==> config.mk <==
export PLATFORM = sky130hd
export DESIGN_NAME = bioz_adc_capture
export DESIGN_NICKNAME = d
export VERILOG_FILES = /design/src/rtl/bioz_adc_capture.sv
export SDC_FILE = /design/constraint.sdc
export NUM_CORES = 1
export LEC_CHECK = 0
export ABC_AREA = 1
export BUFFER_PORTS_ARGS = -buffer_cell sky130_fd_sc_hd__buf_2
export CORE_MARGIN = 3
export CORE_UTILIZATION = 40
export CTS_CLUSTER_DIAMETER = 80
export DETAILED_ROUTE_END_ITERATION = 6
export PLACE_DENSITY = 0.54
export SLEW_MARGIN = 0
export SYNTH_ARGS = -nofsm -noshare
export SYNTH_HDL_FRONTEND = slang
export SYNTH_SLANG_ARGS = --single-unit
==> constraint.sdc <==
create_clock -name clk_ADC -period 4.3 [get_ports clk_ADC]
set_input_delay 0.43 -clock clk_ADC [delete_from_list [all_inputs] [get_ports clk_ADC]]
set_output_delay 0.43 -clock clk_ADC [all_outputs]
set_load 0.01 [all_outputs]
==> src/rtl/bioz_adc_capture.sv <==
// BioZ ADC capture: conversion check, block averaging with Fsel tag, output FIFO.
// Define BIOZ_CAP_MINMAX_EN to add per-block Out_Min/Out_Max.
module bioz_adc_capture #(
   parameter int DATA_W       = 10,
   parameter int AVG_LOG2     = 3,
   parameter int CONV_TIMEOUT = 16,
   parameter int FIFO_DEPTH   = 4
) (
   input  logic                          clk_ADC,
   input  logic                          Reset,
   input  logic                          ADC_En,
   input  logic                          ADC_Start,
   input  logic                          ADC_Valid,
   input  logic [DATA_W-1:0]             ADC_Data,
   input  logic [3:0]                    Fsel,
   input  logic                          Err_Clr,
   output logic                          Out_Valid,
   input  logic                          Out_Ready,
   output logic [DATA_W-1:0]             Out_Data,
   output logic [3:0]                    Out_Fsel,
   output logic [$clog2(FIFO_DEPTH):0]   Fifo_Level,
   output logic                          Conv_Err,
   output logic                          Overflow
`ifdef BIOZ_CAP_MINMAX_EN
   ,
   output logic [DATA_W-1:0]             Out_Min,
   output logic [DATA_W-1:0]             Out_Max
`endif
);

   localparam int PW = $clog2(FIFO_DEPTH);
   localparam int LW = PW + 1;
   localparam int AW = DATA_W + AVG_LOG2;
   localparam int CW = AVG_LOG2 + 1;
   localparam int TW = $clog2(CONV_TIMEOUT + 1);
   localparam logic [CW-1:0] NSAMP = CW'(1 << AVG_LOG2);
   localparam logic [TW-1:0] TMAX  = TW'(CONV_TIMEOUT);
   localparam logic [LW-1:0] FULL  = LW'(FIFO_DEPTH);

   typedef enum logic {S_IDLE, S_WAIT} state_t;

   typedef struct packed {
      logic [DATA_W-1:0] data;
      logic [3:0]        fsel;
`ifdef BIOZ_CAP_MINMAX_EN
      logic [DATA_W-1:0] mn;
      logic [DATA_W-1:0] mx;
`endif
   } entry_t;

   state_t            state_q, state_d;
   logic [TW-1:0]     timer_q, timer_d, timer_inc;
   logic [AW-1:0]     acc_q, acc_d, acc_b, acc_n;
   logic [CW-1:0]     cnt_q, cnt_d, cnt_b, cnt_n;
   logic [3:0]        tag_q, tag_d, tag_n;
   logic [3:0]        fsel_q;
   logic              conv_err_q, conv_err_d;
   logic              ovf_q, ovf_d;
   logic [PW-1:0]     wr_ptr_q, wr_ptr_d;
   logic [PW-1:0]     rd_ptr_q, rd_ptr_d;
   logic [LW-1:0]     level_q, level_d;
   entry_t            mem_q [FIFO_DEPTH];
   entry_t            entry;
   logic              accept, err_set, clr, first;
   logic              push, pop, wr_ok;
`ifdef BIOZ_CAP_MINMAX_EN
   logic [DATA_W-1:0] min_q, min_d, min_n;
   logic [DATA_W-1:0] max_q, max_d, max_n;
`endif

   assign timer_inc = timer_q + TW'(1);

   // Conversion handshake FSM
   always_comb begin
      state_d = state_q;
      timer_d = timer_q;
      err_set = 1'b0;
      accept  = 1'b0;
      if (!ADC_En) begin
         state_d = S_IDLE;
         timer_d = '0;
      end else begin
         case (state_q)
            S_IDLE: begin
               if (ADC_Start) begin
                  state_d = S_WAIT;
                  timer_d = '0;
               end
            end
            S_WAIT: begin
               if (ADC_Valid) begin
                  accept  = 1'b1;
                  state_d = ADC_Start ? S_WAIT : S_IDLE;
                  timer_d = '0;
               end else if (ADC_Start) begin
                  err_set = 1'b1;
                  timer_d = '0;
               end else if (timer_inc == TMAX) begin
                  err_set = 1'b1;
                  state_d = S_IDLE;
                  timer_d = '0;
               end else begin
                  timer_d = timer_inc;
               end
            end
            default: state_d = S_IDLE;
         endcase
      end
   end

   // Block accumulator; a discard clears the base before a same-cycle sample
   always_comb begin
      clr   = ((Fsel != fsel_q) && (cnt_q != '0)) || !ADC_En;
      acc_b = clr ? '0 : acc_q;
      cnt_b = clr ? '0 : cnt_q;
      first = (cnt_b == '0);
      acc_n = acc_b + AW'(ADC_Data);
      cnt_n = cnt_b + CW'(1);
      tag_n = first ? Fsel : tag_q;
      acc_d = acc_b;
      cnt_d = cnt_b;
      tag_d = tag_q;
      push  = 1'b0;
      entry = '0;
`ifdef BIOZ_CAP_MINMAX_EN
      min_n = (first || ADC_Data < min_q) ? ADC_Data : min_q;
      max_n = (first || ADC_Data > max_q) ? ADC_Data : max_q;
      min_d = min_q;
      max_d = max_q;
`endif
      if (accept) begin
         entry.data = acc_n[AW-1:AVG_LOG2];
         entry.fsel = tag_n;
`ifdef BIOZ_CAP_MINMAX_EN
         entry.mn = min_n;
         entry.mx = max_n;
         min_d    = min_n;
         max_d    = max_n;
`endif
         if (cnt_n == NSAMP) begin
            push  = 1'b1;
            acc_d = '0;
            cnt_d = '0;
         end else begin
            acc_d = acc_n;
            cnt_d = cnt_n;
            tag_d = tag_n;
         end
      end
   end

   // Output FIFO and sticky flags
   always_comb begin
      pop      = (level_q != '0) && Out_Ready;
      wr_ok    = push && ((level_q != FULL) || pop);
      wr_ptr_d = wr_ok ? wr_ptr_q + PW'(1) : wr_ptr_q;
      rd_ptr_d = pop ? rd_ptr_q + PW'(1) : rd_ptr_q;
      level_d  = level_q;
      if (wr_ok && !pop)
         level_d = level_q + LW'(1);
      else if (!wr_ok && pop)
         level_d = level_q - LW'(1);
      conv_err_d = err_set | (conv_err_q & ~Err_Clr);
      ovf_d      = (push & ~wr_ok) | (ovf_q & ~Err_Clr);
   end

   always_ff @(posedge clk_ADC or posedge Reset) begin
      if (Reset) begin
         state_q    <= S_IDLE;
         timer_q    <= '0;
         acc_q      <= '0;
         cnt_q      <= '0;
         tag_q      <= '0;
         fsel_q     <= '0;
         conv_err_q <= 1'b0;
         ovf_q      <= 1'b0;
         wr_ptr_q   <= '0;
         rd_ptr_q   <= '0;
         level_q    <= '0;
         for (int i = 0; i < FIFO_DEPTH; i++)
            mem_q[i] <= '0;
`ifdef BIOZ_CAP_MINMAX_EN
         min_q <= '0;
         max_q <= '0;
`endif
      end else begin
         state_q    <= state_d;
         timer_q    <= timer_d;
         acc_q      <= acc_d;
         cnt_q      <= cnt_d;
         tag_q      <= tag_d;
         fsel_q     <= Fsel;
         conv_err_q <= conv_err_d;
         ovf_q      <= ovf_d;
         wr_ptr_q   <= wr_ptr_d;
         rd_ptr_q   <= rd_ptr_d;
         level_q    <= level_d;
         if (wr_ok)
            mem_q[wr_ptr_q] <= entry;
`ifdef BIOZ_CAP_MINMAX_EN
         min_q <= min_d;
         max_q <= max_d;
`endif
      end
   end

   assign Out_Valid  = (level_q != '0);
   assign Out_Data   = mem_q[rd_ptr_q].data;
   assign Out_Fsel   = mem_q[rd_ptr_q].fsel;
   assign Fifo_Level = level_q;
   assign Conv_Err   = conv_err_q;
   assign Overflow   = ovf_q;
`ifdef BIOZ_CAP_MINMAX_EN
   assign Out_Min = mem_q[rd_ptr_q].mn;
   assign Out_Max = mem_q[rd_ptr_q].mx;
`endif

endmodule

==> results of run 1 <==
## per-stage QoR
| step | hold slack, ns | instances | setup slack (ns) |
|---|---|---|---|
| after floorplan | 0.4438 | 675 | 1.192 |
| after global placement | 0.4597 | 863 | 0.9000 |
| after detailed placement | 0.4614 | 863 | 0.8616 |
| after CTS | 0.2201 | 879 | 1.021 |
| after global routing | 0.2269 | 879 | 0.6777 |
| final | 0.2272 | 879 | 1.037 |
## kinds of logic after synthesis
kind of cell | after synthesis | share of synthesized area, %
simple gates | 361 | 30.06
flops | 96 | 44.84
compound gates | 92 | 9.598
buf+inv | 92 | 8.150
fa+ha+maj | 21 | 5.185
xor+xnor | 12 | 1.962
mux | 1 | 0.2102
## registers in the layout, indices dropped and copies added (netlist names)
register,flops
state_q,1
Overflow,1
timer_q,5
Fifo_Level,3
wr_ptr_q,2
fsel_q,4
acc_q,13
mem_q,56
Conv_Err,1
rd_ptr_q,2
tag_q,4
cnt_q,4
## power by group through the flow
stage                     clock [W]  sequential, W  combinational (W)
after floorplan                   0       0.000999           0.000442
after global placement            0        0.00101           0.000670
after detailed placement          0        0.00102           0.000678
after CTS                  0.000821       0.000999           0.000682
after global routing       0.000856        0.00101           0.000761
final                      0.000808        0.00100           0.000679
## per-layer routing
| metal | track usage (%) | up-vias | share of wire (%) |
|---|---|---|---|
| met2 | 32.16 | 97 | 47 |
| met5 | 0 | - | 0 |
| met4 | 6.022 | 0 | 1.1 |
| li1 | - | 2243 | - |
| met1 | 28.41 | 2184 | 48 |
| met3 | 2.739 | 11 | 3.9 |
## layout make-up
class,count,area [um^2],share of cell area [%]
sequential,96,2402,40.70
clock buffer,13,270.3,4.578
clock inverter,3,23.77,0.4027
multi-input combinational,487,2519,42.67
inverter,64,242.7,4.112
timing repair buffer,44,230.2,3.900
tap,172,215.2,3.646
## cells in the mapped netlist
| cell type | n |
|---|---|
| nand4_1 | 3 |
| nor2_8 | 1 |
| nand2_4 | 1 |
| o21ai_0 | 49 |
| nand2_2 | 5 |
| buf_6 | 10 |
| mux2_2 | 1 |
| or3_1 | 1 |
| nor2_2 | 1 |
| fa_1 | 2 |
| nand3b_1 | 1 |
| o2111ai_1 | 1 |
| a31oi_1 | 1 |
| nand4_2 | 5 |
| a21oi_1 | 11 |
| or2_2 | 1 |
| dfrtp_1 | 96 |
| xor2_1 | 10 |
| nor3_2 | 1 |
| xnor2_1 | 2 |
| o21ai_1 | 1 |
| buf_2 | 4 |
| a22o_1 | 4 |
| nand3_4 | 2 |
| nand3_1 | 72 |
| buf_4 | 3 |
| nor3_1 | 3 |
| o22ai_1 | 23 |
| inv_1 | 64 |
| nand3_2 | 1 |
| nor2_4 | 3 |
| o21bai_1 | 1 |
| nor2_1 | 69 |
| clkbuf_1 | 11 |
| o21a_1 | 1 |
| nand2_1 | 191 |
| ha_1 | 19 |
## placed cells by master (no fill, tap or decap), types with 9 or more instances in the layout
| master | count |
|---|---|
| a21oi_1 | 11 |
| buf_2 | 40 |
| clkbuf_16 | 9 |
| dfrtp_1 | 96 |
| ha_1 | 19 |
| inv_1 | 63 |
| nand2_1 | 191 |
| nand3_1 | 72 |
| nor2_1 | 69 |
| o21ai_0 | 49 |
| o22ai_1 | 23 |
| xor2_1 | 10 |
## worst paths after layout
kind                            endpoint      start  slack, ns
setup / recovery           Fifo_Level[2]   cnt_q[3]       1.04
setup reg to reg           Fifo_Level[2]   cnt_q[3]       1.04
hold reg to reg                mem_q[35]  mem_q[35]       0.48
max in group asynchronous       cnt_q[1]      Reset       3.14
min in group asynchronous    wr_ptr_q[0]      Reset       0.26
hold / removal                 fsel_q[1]    Fsel[1]       0.23
## worst max-delay path, delay by kind of cell, from the launching register on
kind            cells  cell delay, ns
compound gates      1            0.40
flops               1            0.44
fa+ha+maj           3            0.71
simple gates       11            1.28
buf+inv             3            0.22
xor+xnor            1            0.14
==> results.json, run 1 <==
{
  "hold_viol": 0,
  "fillers": 1304,
  "wire_per_inst_um": 15.84,
  "synth_top_cell_by_area": "dfrtp_1",
  "clk_pin_slew_ns": 0.07,
  "numCtsBuffers": 9,
  "drtPass1Iterations": 5,
  "crit_type": "reg -> reg",
  "pwr-share-comb_pct": 27.3,
  "synth_area_mm2": 0.005358,
  "drv_cap": 0,
  "netlist_instances": 675,
  "clkLatencyLatePin_ns": 0.35,
  "vias": 4535,
  "post-route-util_pct": 45.85,
  "rsz0062_at_grt": "false",
  "die-area_mm2": 0.01482,
  "power_density_mw_per_mm2": 421.2,
  "final_area_mm2": 0.005903,
  "fmax_mhz": 306.5,
  "critPathRequiredTime_ns": 4.57,
  "placed_area_mm2": 0.005609,
  "rr_worst_depth": 19,
  "start_util_pct": 41.61,
  "fin_crit_ns": 3.263,
  "fp.coreArea_mm2": 0.01288,
  "htree_levels": 3,
  "grt_max_degree": 71,
  "io_buffers": 40,
  "ir_worst_vdd_uv": 198.3,
  "post_cts_resized": 0,
  "gr-total-overflow": 0,
  "cts_buffer_depth": 2,
  "start_kind": "register",
  "post_cts_buffers": 0,
  "crit_slowest_cell": "dfrtp_1",
  "grt_pass1_wl_mm": 23.28,
  "grt_pass1_vias": 4475,
  "setup-tns-final_ns": 0,
  "grtUsageTotal_pct": 20.06,
  "cts_tree": "yes",
  "syn_nets": 717,
  "netlist.area_leader.share_pct": 44.84,
  "worstPathCellList": "nor3_1, nand2_1, a21oi_1, nand2_1, inv_1, ha_1, inv_1, nand4_1, nand2_2, nor2_4, nand3_4, nor2_8, ha_1, inv_1, fa_1, nor2_1, nor2_1, nand2_1, xor2_1",
  "min_period_over_period_pct": 75.88,
  "place_hpwl_mm": 8.938,
  "cts.sinks": 96,
  "arrival_ns": 3.54,
  "viasPerCell": 5.159,
  "status": "completed",
  "drc": 0,
  "intPower_w": 0.001623,
  "postCtsHoldBufs": 0,
  "hold_class": "in -> reg",
  "yosys_register_bits": 96,
  "ant_nets": 0,
  "p_leak_nw": 3.045,
  "die_w_um": 121.7,
  "power_w": 0.002486,
  "synth_cell_type_count": 37,
  "boundaryPins": 41,
  "syn_to_final_growth_pct": 10.18,
  "sw_frac_of_total_pct": 34.73,
  "p_sw_w": 0.0008634,
  "cts_root_buffer": "clkbuf_16",
  "drv_slew": 0,
  "num_rows": 41,
  "synth_top_cells_by_area": "dfrtp_1 45%, nand2_1 13%, nand3_1 6.7%, nor2_1 4.8%, o21ai_0 4.6%",
  "setup_viol": 0,
  "place_congestion": 0.8292,
  "antenna_found_initial": 0,
  "drive_above_1_share_pct": 11.60,
  "crit_fanout": 5,
  "ys_warn_count": 0,
  "worst_pin_slew_ns": 0.8959,
  "hold_depth": 1,
  "diodes": 0,
  "die_y_um": 121.7,
  "worstSetupEndpointType": "register",
  "drt-total-wl_mm": 13.92,
  "slew_headroom_pct": 40.20,
  "clkPwrFrac_pct": 32.5,
  "seqPwrFrac_pct": 40.2,
  "ys_seq_area_share_pct": 44.84,
  "synth.avg_cell_area_um2": 7.937,
  "initialDrtViolationCount": 324,
  "slowest_delay_ns": 0.44,
  "nets": 744,
  "finClkSkew_ns": 0.005715
}
No activity file was read; power rests on OpenSTA's default activity.
==> run 2: changes to the inputs <==
--- a/config.mk
+++ b/config.mk
@@ -5,7 +5,7 @@
 export SDC_FILE = /design/constraint.sdc
 export NUM_CORES = 1
 export LEC_CHECK = 0
-export ABC_AREA = 1
+export ABC_AREA = 0
 export BUFFER_PORTS_ARGS = -buffer_cell sky130_fd_sc_hd__buf_2
 export CORE_MARGIN = 3
 export CORE_UTILIZATION = 40
==> constraint.sdc (replaced) <==
create_clock -name clk_ADC -period 3.4 [get_ports clk_ADC]
set_input_delay 0.34 -clock clk_ADC [delete_from_list [all_inputs] [get_ports clk_ADC]]
set_output_delay 0.34 -clock clk_ADC [all_outputs]
set_load 0.01 [all_outputs]
==> results.json, run 2 <==
{
  "met1_usage_pct": 24.82,
  "ff2ff_setup_slack_ns": 0.14,
  "gr-total-overflow": 0,
  "min_period_over_period_pct": 95.74,
  "drc": 0,
  "yosys_register_bits": 96,
  "drtPass1Iterations": 4,
  "vias": 3587,
  "grt_max_degree": 97,
  "die_y_um": 117.1,
  "crit_path_start": "cnt_q[0]",
  "drt-total-wl_mm": 10.70,
  "crit_fanout": 3,
  "slowest_delay_ns": 0.55,
  "path_delay_family": "simple AND/OR/NAND/NOR gates",
  "numCtsBuffers": 9,
  "p_leak_nw": 2.593,
  "worst_pin_slew_ns": 0.8279,
  "drive_above_1_share_pct": 25.70,
  "synth_edf_count": 0,
  "synth_area_mm2": 0.004935,
  "final_common_cell": "dfrtp_1",
  "place_hpwl_mm": 7.210,
  "placed_area_mm2": 0.005356,
  "synthTopCellsByCount": "96 x dfrtp_1, 92 x nand2_1, 70 x o21ai_0, 19 x ha_1, 18 x a21oi_1",
  "cts_root_buffer": "clkbuf_16",
  "cts_buffer_depth": 2,
  "netlist_instances": 475,
  "final_cell_mix": "96 x dfrtp_1, 90 x nand2_1, 60 x o21ai_0, 40 x buf_2, 23 x buf_4",
  "start_kind": "register",
  "setup_viol": 0,
  "initialDrtViolationCount": 233,
  "worstSetupEndpointType": "register",
  "synth_most_common_cell": "dfrtp_1",
  "place_congestion": 0.8534,
  "io_buffers": 40,
  "synthArstFlopShare_pct": 100.0,
  "met3_usage_pct": 3.188,
  "largest_register": "mem_q",
  "wire_per_inst_um": 15.83,
  "power_w": 0.002276,
  "die-area_mm2": 0.01371,
  "largest_reg_flops": 56,
  "clk_pin_slew_ns": 0.07,
  "synth.avg_cell_area_um2": 10.39,
  "clkPwrFrac_pct": 40.8,
  "fin_crit_ns": 3.255,
  "synth_top_cell_by_area": "dfrtp_1",
  "hold_viol": 0,
  "crit_type": "reg -> reg",
  "power_density_mw_per_mm2": 393.4,
  "cts_tree": "yes",
  "grtUsageMet2_pct": 25.60,
  "ant_nets": 0,
  "post-route-util_pct": 49.39,
  "seqPwrFrac_pct": 51.6,
  "final_area_mm2": 0.005784,
  "ys_seq_area_share_pct": 48.68,
  "drv_cap": 0,
  "critPathRequiredTime_ns": 3.67,
  "status": "completed",
  "p_sw_w": 0.0005297,
  "setup-tns-final_ns": 0,
  "antenna_found_initial": 0,
  "reg2reg_to": "Fifo_Level[2]",
  "num_rows": 39,
  "fp.coreArea_mm2": 0.01171,
  "grtUsageTotal_pct": 17.07,
  "hold_class": "in -> async",
  "r2r_start": "cnt_q[0]",
  "grt_pass1_vias": 3515,
  "die_w_um": 117.1,
  "sw_frac_of_total_pct": 23.28,
  "ir_worst_vdd_uv": 184.5,
  "diodes": 0,
  "pwr-share-comb_pct": 7.5,
  "viasPerCell": 5.306,
  "synthFlopType": "dfrtp_1",
  "start_util_pct": 42.14,
  "htree_levels": 3,
  "ys_warn_count": 0,
  "slew_headroom_pct": 44.81,
  "rr_worst_depth": 14,
  "holdWs_ns": 0.1128,
  "finClkSkew_ns": 0.006512,
  "busiest_layer": "met2",
  "worstPathCellList": "or4_4, a21boi_4, nand2_2, inv_2, ha_2, nor4bb_4, a41o_1, and3_4, ha_2, inv_1, fa_1, xor2_1, nor2_1, xor2_1",
  "synth_cell_type_count": 53,
  "crit_slowest_cell": "or4_4",
  "boundaryPins": 41,
  "intPower_w": 0.001746,
  "clkLatencyLatePin_ns": 0.34,
  "syn_to_final_growth_pct": 17.22,
  "grt_pass1_wl_mm": 17.93,
  "netlist.area_leader.share_pct": 48.68,
  "drv_slew": 0,
  "path_buf_inv": 2,
  "fmax_mhz": 307.2,
  "largest_registers": "mem_q (56), acc_q (13), timer_q (5)",
  "nets": 571,
  "cts.sinks": 96,
  "synth_top_cells_by_area": "dfrtp_1 49%, o21ai_0 7.1%, nand2_1 7.0%, mux4_2 6.4%, ha_1 4.8%",
  "syn_nets": 517,
  "arrival_ns": 3.53
}
-- run 2: cell count changes in the layout (fill, tap and decap cells not counted), moves of 9 or more --
| cell | delta |
|---|---|
| nand2_1 | -101 |
| nand3_1 | -64 |
| nor2_1 | -58 |
| inv_1 | -51 |
| o22ai_1 | -22 |
| buf_4 | +19 |
| mux4_2 | +14 |
| o21ai_1 | +13 |
| o21ai_0 | +11 |
| and2_1 | +10 |
| xnor2_1 | +10 |
| o21ai_2 | +9 |
-- run 2: kinds of logic after synthesis --
| kind of cell | share of synthesized area (%) |
|---|---|
| AOI/OAI and AO/OA | 14.55 |
| DFF | 48.68 |
| xor gates and xnor gates | 3.702 |
| buffers and inverters | 3.575 |
| and+or+nand+nor | 15.52 |
| muxes | 8.342 |
| adders and majority gates | 5.629 |
-- run 2: worst max path at each step --
stage / end / depth (start not counted)
5_1_grt: Fifo_Level[2] / 14
3_5_place_dp: mem_q[13] / 15
4_1_cts: mem_q[13] / 13
2_1_floorplan: Fifo_Level[2] / 16
6_report: Fifo_Level[2] / 14
3_3_place_gp: mem_q[12] / 14
-- run 2: cell type report --
type / count / area [um^2]
sequential: 96 / 2402
timing repair buffer: 65 / 412.9
tap: 143 / 178.9
multi-input combinational: 342 / 2466
clock inverter: 3 / 18.77
clock buffer: 12 / 246.5
fill: 1114 / 5927
inverter: 15 / 58.81
-- run 2: power by group through the flow --
stage | Combinational, W | Clock [W] | Sequential (W)
floorplan | 0.000104 | 0 | 0.00119
global placement | 0.000159 | 0 | 0.00120
detailed placement | 0.000159 | 0 | 0.00120
CTS | 0.000160 | 0.000958 | 0.00118
global route | 0.000194 | 0.00101 | 0.00118
finish | 0.000172 | 0.000929 | 0.00118
-- run 2: through the flow --
step           worst slack [ns]  cells
2_1_floorplan          0.004853    475
3_3_place_gp             0.1314    654
3_5_place_dp            0.04114    654
4_1_cts                 0.06296    669
5_1_grt                -0.01520    676
6_report                 0.1448    676
-- run 2: worst min-delay path, stage by stage --
cell and delay [ns]:
buf_2 0.11, inv_4 0.05, buf_12 0.39
-- run 2: what timing repair did --
item,CTS,global route
buffers inserted,0,7
endpoints found under the setup margin,0,24
gates resized for setup,0,32
hold buffers,0,0
endpoints found under the hold margin,0,0
-- run 2: layer usage --
metal | share of wire (%) | vias up
met5 | 0 | -
met2 | 46 | 51
met3 | 3.3 | 10
met4 | 1.5 | 0
met1 | 50 | 1751
li1 | - | 1775
==> run 3: changes to the inputs <==
--- a/config.mk
+++ b/config.mk
@@ -6,12 +6,12 @@
 export NUM_CORES = 1
 export LEC_CHECK = 0
 export ABC_AREA = 0
-export BUFFER_PORTS_ARGS = -buffer_cell sky130_fd_sc_hd__buf_2
 export CORE_MARGIN = 3
 export CORE_UTILIZATION = 40
 export CTS_CLUSTER_DIAMETER = 80
 export DETAILED_ROUTE_END_ITERATION = 6
-export PLACE_DENSITY = 0.54
+export DONT_BUFFER_PORTS = 1
+export PLACE_DENSITY = 0.51
 export SLEW_MARGIN = 0
 export SYNTH_ARGS = -nofsm -noshare
 export SYNTH_HDL_FRONTEND = slang
==> results.json, run 3 (synthesized netlist as in run 2, its figures left out) <==
{
  "status": "completed",
  "largest_reg_flops": 56,
  "worstPathCellList": "or4_4, a21boi_4, buf_4, nand2_2, inv_2, ha_1, nor4bb_4, a41o_1, and3_4, ha_4, inv_1, fa_1, xor2_1, nor2_1, xor2_1",
  "largest_register": "mem_q",
  "worst_pin_slew_ns": 0.8236,
  "worstSetupEndpointType": "register",
  "place_hpwl_mm": 7.381,
  "power_w": 0.002375,
  "die-area_mm2": 0.01371,
  "drc": 0,
  "clkLatencyLatePin_ns": 0.35,
  "arrival_ns": 3.50,
  "grtUsageTotal_pct": 16.53,
  "nets": 539,
  "drv_slew": 0,
  "cts_root_buffer": "clkbuf_16",
  "wire_per_inst_um": 16.80,
  "vias": 3472,
  "fillers": 1118,
  "post-route-util_pct": 48.38,
  "numCtsBuffers": 9,
  "slowest_delay_ns": 0.56,
  "cts_tree": "yes",
  "crit_type": "reg -> reg",
  "boundaryPins": 41,
  "die_w_um": 117.1,
  "place_congestion": 0.8335,
  "drtPass1Iterations": 4,
  "fp.coreArea_mm2": 0.01171,
  "hold_viol": 0,
  "crit_fanout": 4,
  "p_leak_nw": 2.447,
  "viasPerCell": 5.383,
  "grt_pass1_wl_mm": 17.31,
  "clk_pin_slew_ns": 0.07,
  "final_common_cell": "dfrtp_1",
  "rsz0062_at_grt": "true",
  "hold_class": "in -> reg",
  "cts_buffer_depth": 2,
  "setup_viol": 0,
  "setup-tns-final_ns": 0,
  "ant_nets": 0,
  "start_util_pct": 42.14,
  "io_buffers": 0,
  "drv_cap": 0,
  "critPathRequiredTime_ns": 3.67,
  "largest_registers": "mem_q (56), acc_q (13), timer_q (5)",
  "drt-total-wl_mm": 10.84,
  "final_cell_mix": "96 x dfrtp_1, 90 x nand2_1, 67 x o21ai_0, 27 x buf_4, 17 x a21oi_1",
  "fmax_mhz": 309.3,
  "crit_slowest_cell": "or4_4",
  "diodes": 0,
  "antenna_found_initial": 0,
  "grt_max_degree": 41,
  "initialDrtViolationCount": 218,
  "cts.sinks": 96,
  "slew_headroom_pct": 45.09,
  "num_rows": 39,
  "fin_crit_ns": 3.233,
  "syn_to_final_growth_pct": 14.81,
  "holdWs_ns": 0.08941,
  "finClkSkew_ns": 0.007756,
  "worst_path_most_repeated_cell": "xor2_1",
  "start_kind": "register",
  "min_period_over_period_pct": 95.10,
  "gr-total-overflow": 0,
  "htree_levels": 3,
  "ir_worst_vdd_uv": 205.0,
  "grt_pass1_vias": 3298,
  "power_density_mw_per_mm2": 419.3,
  "drive_above_1_share_pct": 19.12,
  "die_y_um": 117.1
}
==> run 3: cell types whose count changed in the layout (fill, tap and decap cells not counted), sizes merged <==
cell / previous run / this run
buf: 65 / 28
dlygate4sd3: 0 / 5
clkinv: 3 / 0
clkinvlp: 0 / 2
inv: 15 / 17
bufinv: 0 / 1
clkbuf: 12 / 11
==> run 3: final cells by class <==
cell class	instances	area, um^2	area share (%)
multi-input cells	342	2456	43.35
flip-flops and latches	96	2402	42.40
repair buffers	33	264.0	4.660
clock buffers	11	242.7	4.284
well taps	143	178.9	3.158
clock inverters	5	62.56	1.104
inverters	15	58.81	1.038
==> run 3: what timing repair did <==
item / CTS / global route
endpoints found under the setup margin: 0 / 22
buffers inserted: 0 / 8
hold buffers: 1 / 4
gates resized for setup: 0 / 22
endpoints found under the hold margin: 21 / 4
==> run 3: worst paths after layout <==
| kind | from | end | slack [ns] | cells past startpoint |
|---|---|---|---|---|
| setup / recovery | cnt_q[0] | Fifo_Level[2] | 0.17 | 15 |
| hold / removal | Err_Clr | Overflow | 0.09 | 1 |
| setup reg to reg | cnt_q[0] | Fifo_Level[2] | 0.17 | 15 |
| hold reg to reg | acc_q[2] | acc_q[2] | 0.47 | 2 |
| max in group asynchronous | Reset | fsel_q[3] | 2.16 | 3 |
| min in group asynchronous | Reset | mem_q[20] | 0.43 | 2 |
==> run 3: critical path: cells and delay by family (launching register included) <==
kind,cells,cell delay (ns)
AOI/OAI and AO/OA,2,0.38
and+or+nand+nor,5,1.15
xor gates and xnor gates,2,0.32
DFF,1,0.41
buffers and inverters,3,0.24
adders and majority gates,3,0.66
==> run 3: routing by layer <==
layer | vias to the layer above | track usage (%) | routed length, um
met3 | 11 | 5.604 | 468
met2 | 54 | 25.98 | 5216
met4 | 0 | 4.128 | 102
met1 | 1696 | 22.13 | 5049
li1 | 1711 | - | -
met5 | - | 0 | 0
==> run 3: report_power, final <==
group	internal [W]	switching (W)
clock	0.000596	0.000449
sequential	0.00116	0.0000127
combinational	0.0000640	0.0000907
==> run 3: per-stage QoR <==
step                      cell area [um^2]  worst slack (ns)  cells
after floorplan                       4936          0.004853    475
after global placement                5146            0.1359    616
after detailed placement              5146           0.04923    616
after CTS                             5461           0.03293    633
after global routing                  5665          -0.01592    645
final                                 5665            0.1665    645
